`src/rtl/mult_booth_if.sv`:
```
// Start/operand and result bundle between the multdiv path and mult_booth.
// master drives the request, slave returns the product.
interface mult_booth_if;
    logic        ctrl_MULT;
    logic [31:0] data_operandA;
    logic [31:0] data_operandB;
    logic [31:0] data_result;
    logic        data_exception;
    logic        data_resultRDY;

    modport master (
        output ctrl_MULT,
        output data_operandA,
        output data_operandB,
        input  data_result,
        input  data_exception,
        input  data_resultRDY
    );

    modport slave (
        input  ctrl_MULT,
        input  data_operandA,
        input  data_operandB,
        output data_result,
        output data_exception,
        output data_resultRDY
    );
endinterface

```
`src/rtl/mult_booth.sv`:
```
// Multicycle signed 32x32 radix-2 Booth multiplier, 32 steps per product.
// All arithmetic goes through the owned 32-bit carry-lookahead adder.
module mult_booth_cla (
    input  logic [31:0] a,
    input  logic [31:0] b,
    input  logic        cin,
    output logic [31:0] sum,
    output logic        ovf
);
    logic [31:0] g;
    logic [31:0] p;

    assign g = a & b;
    assign p = a ^ b;

    always_comb begin
        logic       c;
        logic [3:0] gg;
        logic [3:0] pp;
        logic [4:0] cc;
        c   = cin;
        gg  = '0;
        pp  = '0;
        cc  = '0;
        sum = '0;
        for (int k = 0; k < 8; k++) begin
            gg    = g[4*k +: 4];
            pp    = p[4*k +: 4];
            cc[0] = c;
            cc[1] = gg[0] | (pp[0] & c);
            cc[2] = gg[1] | (pp[1] & gg[0]) | (pp[1] & pp[0] & c);
            cc[3] = gg[2] | (pp[2] & gg[1]) | (pp[2] & pp[1] & gg[0])
                  | ((&pp[2:0]) & c);
            cc[4] = gg[3] | (pp[3] & gg[2]) | (pp[3] & pp[2] & gg[1])
                  | ((&pp[3:1]) & gg[0]) | ((&pp) & c);
            sum[4*k +: 4] = pp ^ cc[3:0];
            c = cc[4];
        end
        ovf = (a[31] ~^ b[31]) & (sum[31] ^ a[31]);
    end
endmodule

module mult_booth (
    input  logic          clock,
    input  logic          reset,
    mult_booth_if.slave   bus
);
    typedef enum logic [1:0] {IDLE, RUN, DONE} state_t;

    state_t      state;
    logic [31:0] m;
    logic [31:0] h;
    logic [31:0] l;
    logic        q;
    logic [4:0]  cnt;
    logic [31:0] res;
    logic        exc;
    logic        rdy;

    logic [31:0] add_a;
    logic [31:0] add_b;
    logic        add_c;
    logic [31:0] add_s;
    logic        add_o;
    logic [31:0] sum;
    logic        msb;
    logic [31:0] h_n;
    logic [31:0] l_n;

    mult_booth_cla u_add (
        .a   (add_a),
        .b   (add_b),
        .cin (add_c),
        .sum (add_s),
        .ovf (add_o)
    );

    // Adder overflow flips the sign so the 33-bit partial sum shifts in correctly.
    always_comb begin
        add_a = h;
        add_b = m;
        add_c = 1'b0;
        sum   = h;
        msb   = h[31];
        unique case (1'b1)
            (~l[0] & q): begin
                sum = add_s;
                msb = add_s[31] ^ add_o;
            end
            (l[0] & ~q): begin
                add_b = ~m;
                add_c = 1'b1;
                sum   = add_s;
                msb   = add_s[31] ^ add_o;
            end
            default: ;
        endcase
        h_n = {msb, sum[31:1]};
        l_n = {sum[0], l[31:1]};
    end

    always_ff @(posedge clock) begin
        if (reset) begin
            state <= IDLE;
            m     <= '0;
            h     <= '0;
            l     <= '0;
            q     <= 1'b0;
            cnt   <= '0;
            res   <= '0;
            exc   <= 1'b0;
            rdy   <= 1'b0;
        end else if (bus.ctrl_MULT) begin
            state <= RUN;
            m     <= bus.data_operandA;
            h     <= '0;
            l     <= bus.data_operandB;
            q     <= 1'b0;
            cnt   <= '0;
            rdy   <= 1'b0;
        end else begin
            rdy <= 1'b0;
            unique case (state)
                RUN: begin
                    h   <= h_n;
                    l   <= l_n;
                    q   <= l[0];
                    cnt <= cnt + 5'd1;
                    if (cnt == 5'd31) begin
                        state <= DONE;
                        rdy   <= 1'b1;
                        res   <= l_n;
                        exc   <= (h_n != {32{l_n[31]}});
                    end
                end
                DONE:    state <= IDLE;
                default: state <= IDLE;
            endcase
        end
    end

    assign bus.data_result    = res;
    assign bus.data_exception = exc;
    assign bus.data_resultRDY = rdy;
endmodule

```
`src/flat_wrapper.sv`:
```
// flat-port wrapper written by rule: the top's interface ports become plain ports
module mult_booth_flat 
  (clock, reset, bus_ctrl_MULT, bus_data_operandA, bus_data_operandB, bus_data_result, bus_data_exception, bus_data_resultRDY);
  mult_booth_if bus_i ();
  input  logic clock;
  input  logic reset;
  input wire logic [$bits(bus_i.ctrl_MULT)-1:0] bus_ctrl_MULT;
  input wire logic [$bits(bus_i.data_operandA)-1:0] bus_data_operandA;
  input wire logic [$bits(bus_i.data_operandB)-1:0] bus_data_operandB;
  output wire logic [$bits(bus_i.data_result)-1:0] bus_data_result;
  output wire logic [$bits(bus_i.data_exception)-1:0] bus_data_exception;
  output wire logic [$bits(bus_i.data_resultRDY)-1:0] bus_data_resultRDY;
  assign bus_i.ctrl_MULT = bus_ctrl_MULT;
  assign bus_i.data_operandA = bus_data_operandA;
  assign bus_i.data_operandB = bus_data_operandB;
  assign bus_data_result = bus_i.data_result;
  assign bus_data_exception = bus_i.data_exception;
  assign bus_data_resultRDY = bus_i.data_resultRDY;
  mult_booth u_core (.clock(clock), .reset(reset), .bus(bus_i));
endmodule
```
`config.mk`:
```
export PLATFORM = sky130hd
export DESIGN_NAME = mult_booth_flat
export DESIGN_NICKNAME = d
export VERILOG_FILES = /design/src/rtl/mult_booth_if.sv /design/src/rtl/mult_booth.sv /design/src/flat_wrapper.sv
export SDC_FILE = /design/constraint.sdc
export NUM_CORES = 1
export LEC_CHECK = 0
export BUFFER_PORTS_ARGS = -buffer_cell sky130_fd_sc_hd__buf_4
export CAP_MARGIN = 20
export CORE_ASPECT_RATIO = 2
export CORE_MARGIN = 2
export CORE_UTILIZATION = 60
export CTS_BUF_LIST = sky130_fd_sc_hd__clkbuf_8
export DETAILED_ROUTE_END_ITERATION = 6
export HOLD_SLACK_MARGIN = 0.15
export PLACE_DENSITY = 0.94
export REMOVE_ABC_BUFFERS = 1
export SYNTH_ARGS = -nofsm -noshare
export SYNTH_HDL_FRONTEND = slang
export SYNTH_SLANG_ARGS = --single-unit
```
`constraint.sdc`:
```
create_clock -name clock -period 14.5 [get_ports clock]
set_clock_uncertainty 0.15 [all_clocks]
set_input_delay 2.175 -clock clock [delete_from_list [all_inputs] [get_ports clock]]
set_output_delay 2.175 -clock clock [all_outputs]
set_load 0.02 [all_outputs]
```
==> impl_metrics.yaml, run 1 <==
sta:
  finalHoldViolCount: 0
  timing.final.crit_share: 0.400
  grt_setup_unrepaired: "no"
  setup_violations: 0
  worst_pin_slew_ns: 1.09
  relSlewSlack: 0.271
  max_freq_mhz: 172
  whs_ns: 0.305
  drv_slew: 0
  period_needed_ns: 5.80
  setup_tns_ns: 0
critical_path:
  startpoint_type: "flop"
  critPathSlowestCell: "ha_2"
  endpoint_kind: "flop"
  reg2reg_slack_ns: 8.70
  cp_max_fo: 35
  critPathArrivalTime_ns: 5.97
  path_class: "flop to flop"
  critPathRequiredTime_ns: 14.67
  worst_path_largest_cell_delay_ns: 0.91
  crit_top_cell: "o21ai_0"
  critical_path.cell_chain: "ha_2 > xor2_1 > ha_1 > nand2_1 > nor3_2 > nand3_2 > a211oi_2 > o41ai_4 > o21ai_0 > a21oi_1 > o21a_1 > fa_1 > nor4b_1 > o211ai_1 > nor3_1 > o21ai_0 > a2111oi_0 > a31oi_1"
global_routing:
  grt_pass1_wl_um: 31300
  antenna_found_initial: 0
  grt.total_usage: 0.283
  grt-ovfl-total: 0
  grt_start_max_net_pins: 103
  grt_pass1_vias: 6915
detailed_routing:
  drt_iter0_drc: 515
  routed_wl_um: 19000
  vias: 7057
  drtAntennaViolNets: 0
  first_pass_iters: 5
  wire_per_inst_um: 16.4
  drc: 0
  via_per_inst: 6.08
job:
  maxCapViolCount: 0
place:
  place_hpwl_um: 12500
  io_buffers: 100
  gp_congestion: 0.938
finish:
  nFillCells: 885
  fin_nets: 1111
  drive_gt1_frac: 0.164
  diodes: 0
  regArea_um2: 2760
  final_util: 0.713
  area_delta_synth_final_pct: 15.6
  multi_input_area_um2: 4460
die:
  die_height_um: 162
  rows: 57
  fp.dieW_um: 82.9
  start_util: 0.616
  pin_count: 101
  core_um2: 12100
  die_area_um2: 13400
worst_hold_path:
  holdCritPathClass: "flop to flop"
cts:
  hold_buffers: 0
  htreeDepth: 4
  cts_tree: "built"
  clockRootBuffer: "clkbuf_8"
  clk_latency_ns: 0.45
  post_cts_buffers: 0
  ctsResizeCount: 0
  cts_buffers: 17
  cts.reportedPaths.clkPinSlew_ns: 0.08
  cts_buffer_depth: 2
  numClockSinks: 138
synthesis:
  yosysTopAreaCell: "dfxtp_1"
  synth-main-ff-cell: "dfxtp_1"
  synth_edf_count: 0
  ys_warn_count: 0
  synthArstFlopShare: 0
  syn_inst: 935
  syn_avg_cell_area_um2: 7.99
  synth.distinct_cells: 65
  ys_ff_latch: 138
  synth_top_cell_area_share: 0.370
  synth.area.top_cells: "dfxtp_1, nand2_1, a21oi_1"
  ys_seq_area_frac: 0.370
  synthesis.area_um2: 7470
power:
  power_density_nw_per_um2: 100
  p_leak_nw: 3.74
  irDropWorstVdd_mv: 0.0849
run_status:
  status: "complete, no violations"
power by group:
group          switching [mW]  internal [mW]
Clock                   0.159          0.158
Sequential             0.0117          0.392
Combinational          0.0874         0.0601
Total                   0.258          0.611
layout by cell type, fill, tap and decap left out, drive strengths merged, types with 4 or more instances in the layout:
cell	instances
a211oi	22
a21o	11
a21oi	127
a31oi	8
buf	107
clkbuf	18
clkinv	6
dfxtp	138
fa	8
ha	34
inv	11
mux2i	49
nand2	168
nand3	14
nand4	7
nor2	135
nor2b	4
nor3	16
o21a	6
o21ai	25
or3	5
xnor2	15
xor2	37
cell type report:
class / instances / area share
clock inverters: 13 / 0.0169
flip-flops and latches: 138 / 0.320
multi-input cells: 729 / 0.517
clock buffers: 18 / 0.0287
well taps: 147 / 0.0213
repair buffers: 107 / 0.0930
inverters: 9 / 0.00391
state kept, by name (all words and copies together) (netlist names):
name                       count
u_core.l                      32
u_core.m                      32
u_core.q                       1
u_core.cnt                     5
u_core.state                   2
u_core.bus.data_exception      1
u_core.bus.data_result        32
u_core.bus.data_resultRDY      1
u_core.add_a                  32
kinds of logic after synthesis:
group | Yosys count | synth area share
and+or+nand+nor | 364 | 0.203
AOI/OAI and AO/OA | 221 | 0.186
DFF | 138 | 0.370
buffers and inverters | 68 | 0.0355
xor gates and xnor gates | 52 | 0.0609
muxes | 50 | 0.0671
adders and majority gates | 42 | 0.0784
path summary, 6_finish.rpt:
check | start | end | cells after the start
min reg2reg | u_core.bus.data_result[19] | u_core.bus.data_result[19] | 2
max | u_core.l[0] | u_core.bus.data_exception | 18
min | u_core.bus.data_result[19] | u_core.bus.data_result[19] | 2
max reg2reg | u_core.l[0] | u_core.bus.data_exception | 18
worst max-delay path: cells and delay by family, from the launching register on:
kind | cells | cell delay, ns
adder cells (fa/ha/maj) | 3 | 1.87
AO/OA/AOI/OAI | 9 | 1.85
flip-flops | 1 | 0.36
XOR/XNOR | 1 | 0.28
AND/OR/NAND/NOR | 5 | 1.12
metrics by stage:
stage	area, µm²	power, mW	setup WS, ns	instances
after global routing	8640	0.899	8.28	1161
final	8640	0.868	8.70	1161
after CTS	8630	0.867	8.75	1160
after detailed placement	8240	0.555	8.91	1129
after global placement	8240	0.548	9.06	1129
after floorplan	7240	0.505	8.91	876
cells in the mapped netlist (3+ instances only):
| library cell | number |
|---|---|
| a211oi_1 | 18 |
| a211oi_2 | 3 |
| a21o_1 | 11 |
| a21oi_1 | 125 |
| a31oi_1 | 6 |
| and3_1 | 3 |
| buf_1 | 15 |
| clkbuf_1 | 41 |
| dfxtp_1 | 138 |
| fa_1 | 8 |
| ha_1 | 34 |
| inv_1 | 8 |
| mux2i_1 | 49 |
| nand2_1 | 168 |
| nand3_1 | 13 |
| nand4_1 | 6 |
| nor2_1 | 134 |
| nor2b_1 | 4 |
| nor3_1 | 15 |
| o21a_1 | 4 |
| o21ai_0 | 21 |
| o21ai_1 | 3 |
| or3_1 | 5 |
| xnor2_1 | 15 |
| xor2_1 | 37 |
routing by layer:
| metal | share of wire | global-route usage |
|---|---|---|
| met5 | 0 | 0 |
| met2 | 0.54 | 0.529 |
| met3 | 0.057 | 0.0528 |
| met1 | 0.35 | 0.286 |
| met4 | 0.052 | 0.168 |
(Power assumes the default switching activity.)
==> run 2: changes to the inputs <==
Settings changed: CORE_UTILIZATION 60 to 54, PLACE_DENSITY 0.94 to 0.9.
Clock period 14.5 ns to 5.3 ns, I/O delays scaled along.
==> run 2 against run 1 <==
  * Utilization is 6.3 points lower
  * Highest routed layer unchanged
  * Via count is 0.95% lower
  * Critical path depth is 1 higher
  * Combinational power grew to 2.8 times the previous value
  * Critical path type unchanged
  * Fmax is 17% higher
  * First-iteration DRC count is 0.19% lower
==> impl_metrics.yaml, run 2 (synthesis gave the netlist of run 1 again) <==
global_routing:
  grt_pass1_wl_um: 31500
  grt-ovfl-total: 0
  grt_pass1_vias: 6942
  antenna_found_initial: 0
  grt_start_max_net_pins: 85
  grt.total_usage: 0.265
sta:
  setup_tns_ns: 0
  max_freq_mhz: 202
  grt_setup_unrepaired: "no"
  relSlewSlack: 0.388
  whs_ns: 0.308
  period_needed_ns: 4.95
  setup_violations: 0
  worst_pin_slew_ns: 0.918
  finalHoldViolCount: 0
  drv_slew: 0
  timing.final.crit_share: 0.934
critical_path:
  cp_max_fo: 35
  reg2reg_slack_ns: 0.35
  crit-reg2reg-launch: "u_core.l[0]"
  critPathRequiredTime_ns: 5.48
  critical_path.cell_chain: "ha_2 > buf_12 > xor2_1 > ha_1 > nand2_1 > nor3_4 > nand3_2 > a211oi_4 > o41ai_4 > o21ai_2 > a21oi_1 > o21a_1 > fa_1 > nor4b_1 > o211ai_1 > nor3_1 > o21ai_0 > a2111oi_2 > a31oi_1"
  critPathSlowestCell: "fa_1"
  critPathArrivalTime_ns: 5.13
  rr_worst_depth: 19
  cp-endpoint: "u_core.bus.data_exception"
  worstSetupStartpoint: "u_core.l[0]"
  endpoint_kind: "flop"
  path_class: "flop to flop"
  startpoint_type: "flop"
  regToRegEndpoint: "u_core.bus.data_exception"
  worst_path_largest_cell_delay_ns: 0.44
detailed_routing:
  wire_per_inst_um: 16.6
  drt_iter0_drc: 514
  via_per_inst: 5.95
  drc: 0
  first_pass_iters: 5
  vias: 6990
  routed_wl_um: 19400
  drtAntennaViolNets: 0
place:
  io_buffers: 100
  place_hpwl_um: 12600
  gp_congestion: 0.949
die:
  die_height_um: 170
  start_util: 0.553
  rows: 60
  die_area_um2: 14900
  core_um2: 13500
  pin_count: 101
  fp.dieW_um: 87.2
worst_hold_path:
  holdCritPathClass: "flop to flop"
finish:
  diodes: 0
  drive_gt1_frac: 0.172
  nFillCells: 1104
  fin_nets: 1115
  area_delta_synth_final_pct: 17.5
  layout_common_cells: "nand2_1, dfxtp_1, nor2_1"
  layout_commonest_cell: "nand2_1"
cts:
  cts_buffer_depth: 2
  cts_tree: "built"
  htreeDepth: 4
  clk_latency_ns: 0.45
  cts_buffers: 17
  clockRootBuffer: "clkbuf_8"
  cts.reportedPaths.clkPinSlew_ns: 0.09
  numClockSinks: 138
power:
  irDropWorstVdd_mv: 0.167
  p_leak_nw: 3.79
  power_density_nw_per_um2: 279
  power_mw: 2.45
job:
  maxCapViolCount: 0
run_status:
  status: "complete, no violations"
## run 2: power breakdown
group / internal (mW) / leakage (nW) / total (mW) / switching, mW
clock: 0.476 / 0.208 / 0.935 / 0.459
sequential: 1.07 / 1.13 / 1.11 / 0.0326
combinational: 0.168 / 2.46 / 0.412 / 0.244
## run 2: through the flow
step	std cells	setup slack, ns	util	cell area [µm²]
floorplan	876	-0.291	-	7240
global placement	1140	0.445	0.613	8280
detailed placement	1140	0.255	0.613	8280
CTS	1172	0.218	0.645	8710
global route	1174	0.0295	0.650	8780
finish	1174	0.352	0.650	8780
## run 2: critical path: cells and delay by family, from the launching register on
family          cells  cell delay [ns]
compound gates      9             1.73
simple gates        5             1.17
fa+ha+maj           3             1.01
flops               1             0.36
buf+inv             1             0.25
xor+xnor            1             0.13
## run 2: worst min-delay path by stage
stage / startpoint / depth (start not counted) / endpoint
2_1_floorplan: u_core.q / 2 / u_core.q
3_3_place_gp: u_core.bus.data_result[20] / 2 / u_core.bus.data_result[20]
3_5_place_dp: u_core.bus.data_result[28] / 2 / u_core.bus.data_result[28]
4_1_cts: u_core.bus.data_result[28] / 2 / u_core.bus.data_result[28]
5_1_grt: u_core.bus.data_result[3] / 2 / u_core.bus.data_result[3]
6_report: u_core.bus.data_result[26] / 2 / u_core.bus.data_result[26]
## run 2: cell type report
| cell class | instances | area (µm²) | share of cell area |
|---|---|---|---|
| multi-input cells | 729 | 4520 | 0.515 |
| flip-flops and latches | 138 | 2760 | 0.315 |
| clock inverters | 15 | 191 | 0.0218 |
| well taps | 155 | 194 | 0.0221 |
| clock buffers | 17 | 234 | 0.0267 |
| inverters | 9 | 33.8 | 0.00385 |
| repair buffers | 111 | 846 | 0.0964 |
## run 2: repair_timing
action | 4_1_cts | 5_1_grt
setup buffers | 0 | 1
endpoints found under the setup margin | 0 | 1
gates resized for setup | 0 | 11
hold buffers | 0 | 0
## run 2: routing by layer
| metal | wire length [µm] | GRT usage |
|---|---|---|
| met5 | 0 | 0 |
| met4 | 1320 | 0.183 |
| met3 | 1170 | 0.0509 |
| met2 | 9960 | 0.462 |
| met1 | 6990 | 0.277 |
==> run 3: changes to the inputs <==
Settings changed: CORE_UTILIZATION 54 to 50, GPL_ROUTABILITY_DRIVEN set to 1, PLACE_DENSITY 0.9 to 0.85.
==> run 3 against run 2 <==
  * Register-to-register slack improved by 0.02 ns
  * Global-route usage decreased by 3.1 points
  * Final area is 0.30% higher
  * Worst setup slack gained 0.020 ns
  * First-iteration DRC count is 22% lower
  * Die area increased by 7.7%
  * Final cell count grew 3.3%
  * Worst hold slack got worse by 0.0030 ns
  * Clock power is 1% lower
  * Via count down 3.2%
  * Count of clock-buffer cells in the layout did not move
  * Critical path type unchanged
==> impl_metrics.yaml, run 3 (synthesis gave the netlist of run 1 again) <==
run_status:
  status: "complete, no violations"
sta:
  max_freq_mhz: 203
  period_needed_ns: 4.93
  finalHoldViolCount: 0
  timing.final.crit_share: 0.930
  whs_ns: 0.305
  worst_pin_slew_ns: 1.11
  drv_slew: 0
  relSlewSlack: 0.259
  setup_violations: 0
  fin_ws_ns: 0.372
  grt_setup_unrepaired: "no"
detailed_routing:
  drt_iter0_drc: 400
  drc: 0
  via_per_inst: 5.58
  first_pass_iters: 5
  routed_wl_um: 18300
  wire_per_inst_um: 15.1
  drtAntennaViolNets: 0
  vias: 6763
die:
  die_height_um: 177
  core_um2: 14700
  fp.dieW_um: 90.5
  start_util: 0.507
  rows: 63
  die_area_um2: 16000
  pin_count: 101
power:
  p_leak_nw: 3.78
  pwr-share-seq: 0.454
  p_sw_mw: 0.716
  power.internal_mw: 1.72
  irDropWorstVdd_mv: 0.166
  power.share.clock: 0.380
  switching_share: 0.294
  power_mw: 2.43
  pwr-share-comb: 0.166
  power_density_nw_per_um2: 276
critical_path:
  critPathRequiredTime_ns: 5.51
  critPathArrivalTime_ns: 5.13
  rr_worst_depth: 20
  endpoint_kind: "flop"
  regToRegEndpoint: "u_core.bus.data_exception"
  startpoint_type: "flop"
  reg2reg_slack_ns: 0.37
  cp_max_fo: 35
  crit-reg2reg-launch: "u_core.q"
  path_class: "flop to flop"
place:
  place_hpwl_um: 12800
  place_area_um2: 8330
  post-place-ws_ns: 0.169
  gp_congestion: 0.915
  io_buffers: 100
finish:
  area_delta_synth_final_pct: 17.8
  layout_commonest_cell: "nand2_1"
  nFillCells: 1297
  multi_input_area_um2: 4480
  drive_gt1_frac: 0.169
  fin_nets: 1114
  regArea_um2: 2760
  layout_common_cells: "nand2_1, dfxtp_1, nor2_1"
  diodes: 0
  final_area_um2: 8800
global_routing:
  grt-ovfl-total: 0
  grt_pass1_wl_um: 30400
  grt_start_max_net_pins: 70
  grt.total_usage: 0.234
  antenna_found_initial: 0
  grt_pass1_vias: 6837
cts:
  ctsResizeCount: 0
  post_cts_buffers: 0
  cts_buffer_depth: 2
  cts_tree: "built"
  clk_latency_ns: 0.47
  hold_buffers: 0
  numClockSinks: 138
  clockRootBuffer: "clkbuf_8"
  cts.reportedPaths.clkPinSlew_ns: 0.09
  cts_buffers: 17
  htreeDepth: 4
job:
  maxCapViolCount: 0
worst_hold_path:
  hold_depth: 2
  worstHoldEndpoint: "u_core.bus.data_result[11]"
  holdCritPathClass: "flop to flop"
  min_from: "u_core.bus.data_result[11]"
## run 3: layout make-up
cell class                 instances  area share
multi-input combinational        729       0.509
sequential                       138       0.314
timing repair buffer             110      0.0975
tap                              195      0.0277
clock buffer                      17      0.0266
clock inverter                    15      0.0217
inverter                           9     0.00384
## run 3: per-layer routing
metal	wire, µm	track usage	vias to the layer above
li1	-	-	3354
met1	6960	0.227	3175
met2	9940	0.452	172
met3	578	0.0405	62
met4	802	0.140	0
met5	0	0	-
## run 3: critical path: stages (launching register included)
cell	delay (ns)
dfxtp_1	0.34
inv_1	0.05
ha_2	0.19
buf_12	0.18
xor2_1	0.18
ha_1	0.35
nand2_1	0.12
nor3_2	0.33
nand3_2	0.23
a211oi_4	0.35
o41ai_4	0.14
o21ai_1	0.23
a21oi_1	0.11
o21a_1	0.21
fa_1	0.53
nor4b_1	0.24
o211ai_1	0.11
nor3_1	0.19
o21ai_0	0.12
a2111oi_2	0.32
a31oi_1	0.12
## run 3: power by group through the flow
stage	sequential, mW	clock (mW)	combinational (mW)
3_5_place_dp	1.13	0	0.394
4_1_cts	1.10	0.939	0.396
2_1_floorplan	1.12	0	0.263
5_1_grt	1.11	0.979	0.445
6_report	1.10	0.925	0.403
3_3_place_gp	1.13	0	0.381
## run 3: how the worst max path moves through the flow
stage                      startpoint                   endpoint  slack, ns
after floorplan              u_core.q  u_core.bus.data_exception      -0.29
after global placement    u_core.l[0]  u_core.bus.data_exception       0.41
after detailed placement     u_core.q  u_core.bus.data_exception       0.17
after CTS                    u_core.q  u_core.bus.data_exception       0.14
after global routing         u_core.q  u_core.bus.data_exception       0.01
final                        u_core.q  u_core.bus.data_exception       0.37
## run 3: through the flow
stage | utilization | instances | setup TNS (ns)
2_1_floorplan | - | 876 | -0.291
3_3_place_gp | 0.565 | 1180 | 0
3_5_place_dp | 0.565 | 1180 | 0
4_1_cts | 0.594 | 1212 | 0
5_1_grt | 0.597 | 1213 | 0
6_report | 0.597 | 1213 | 0
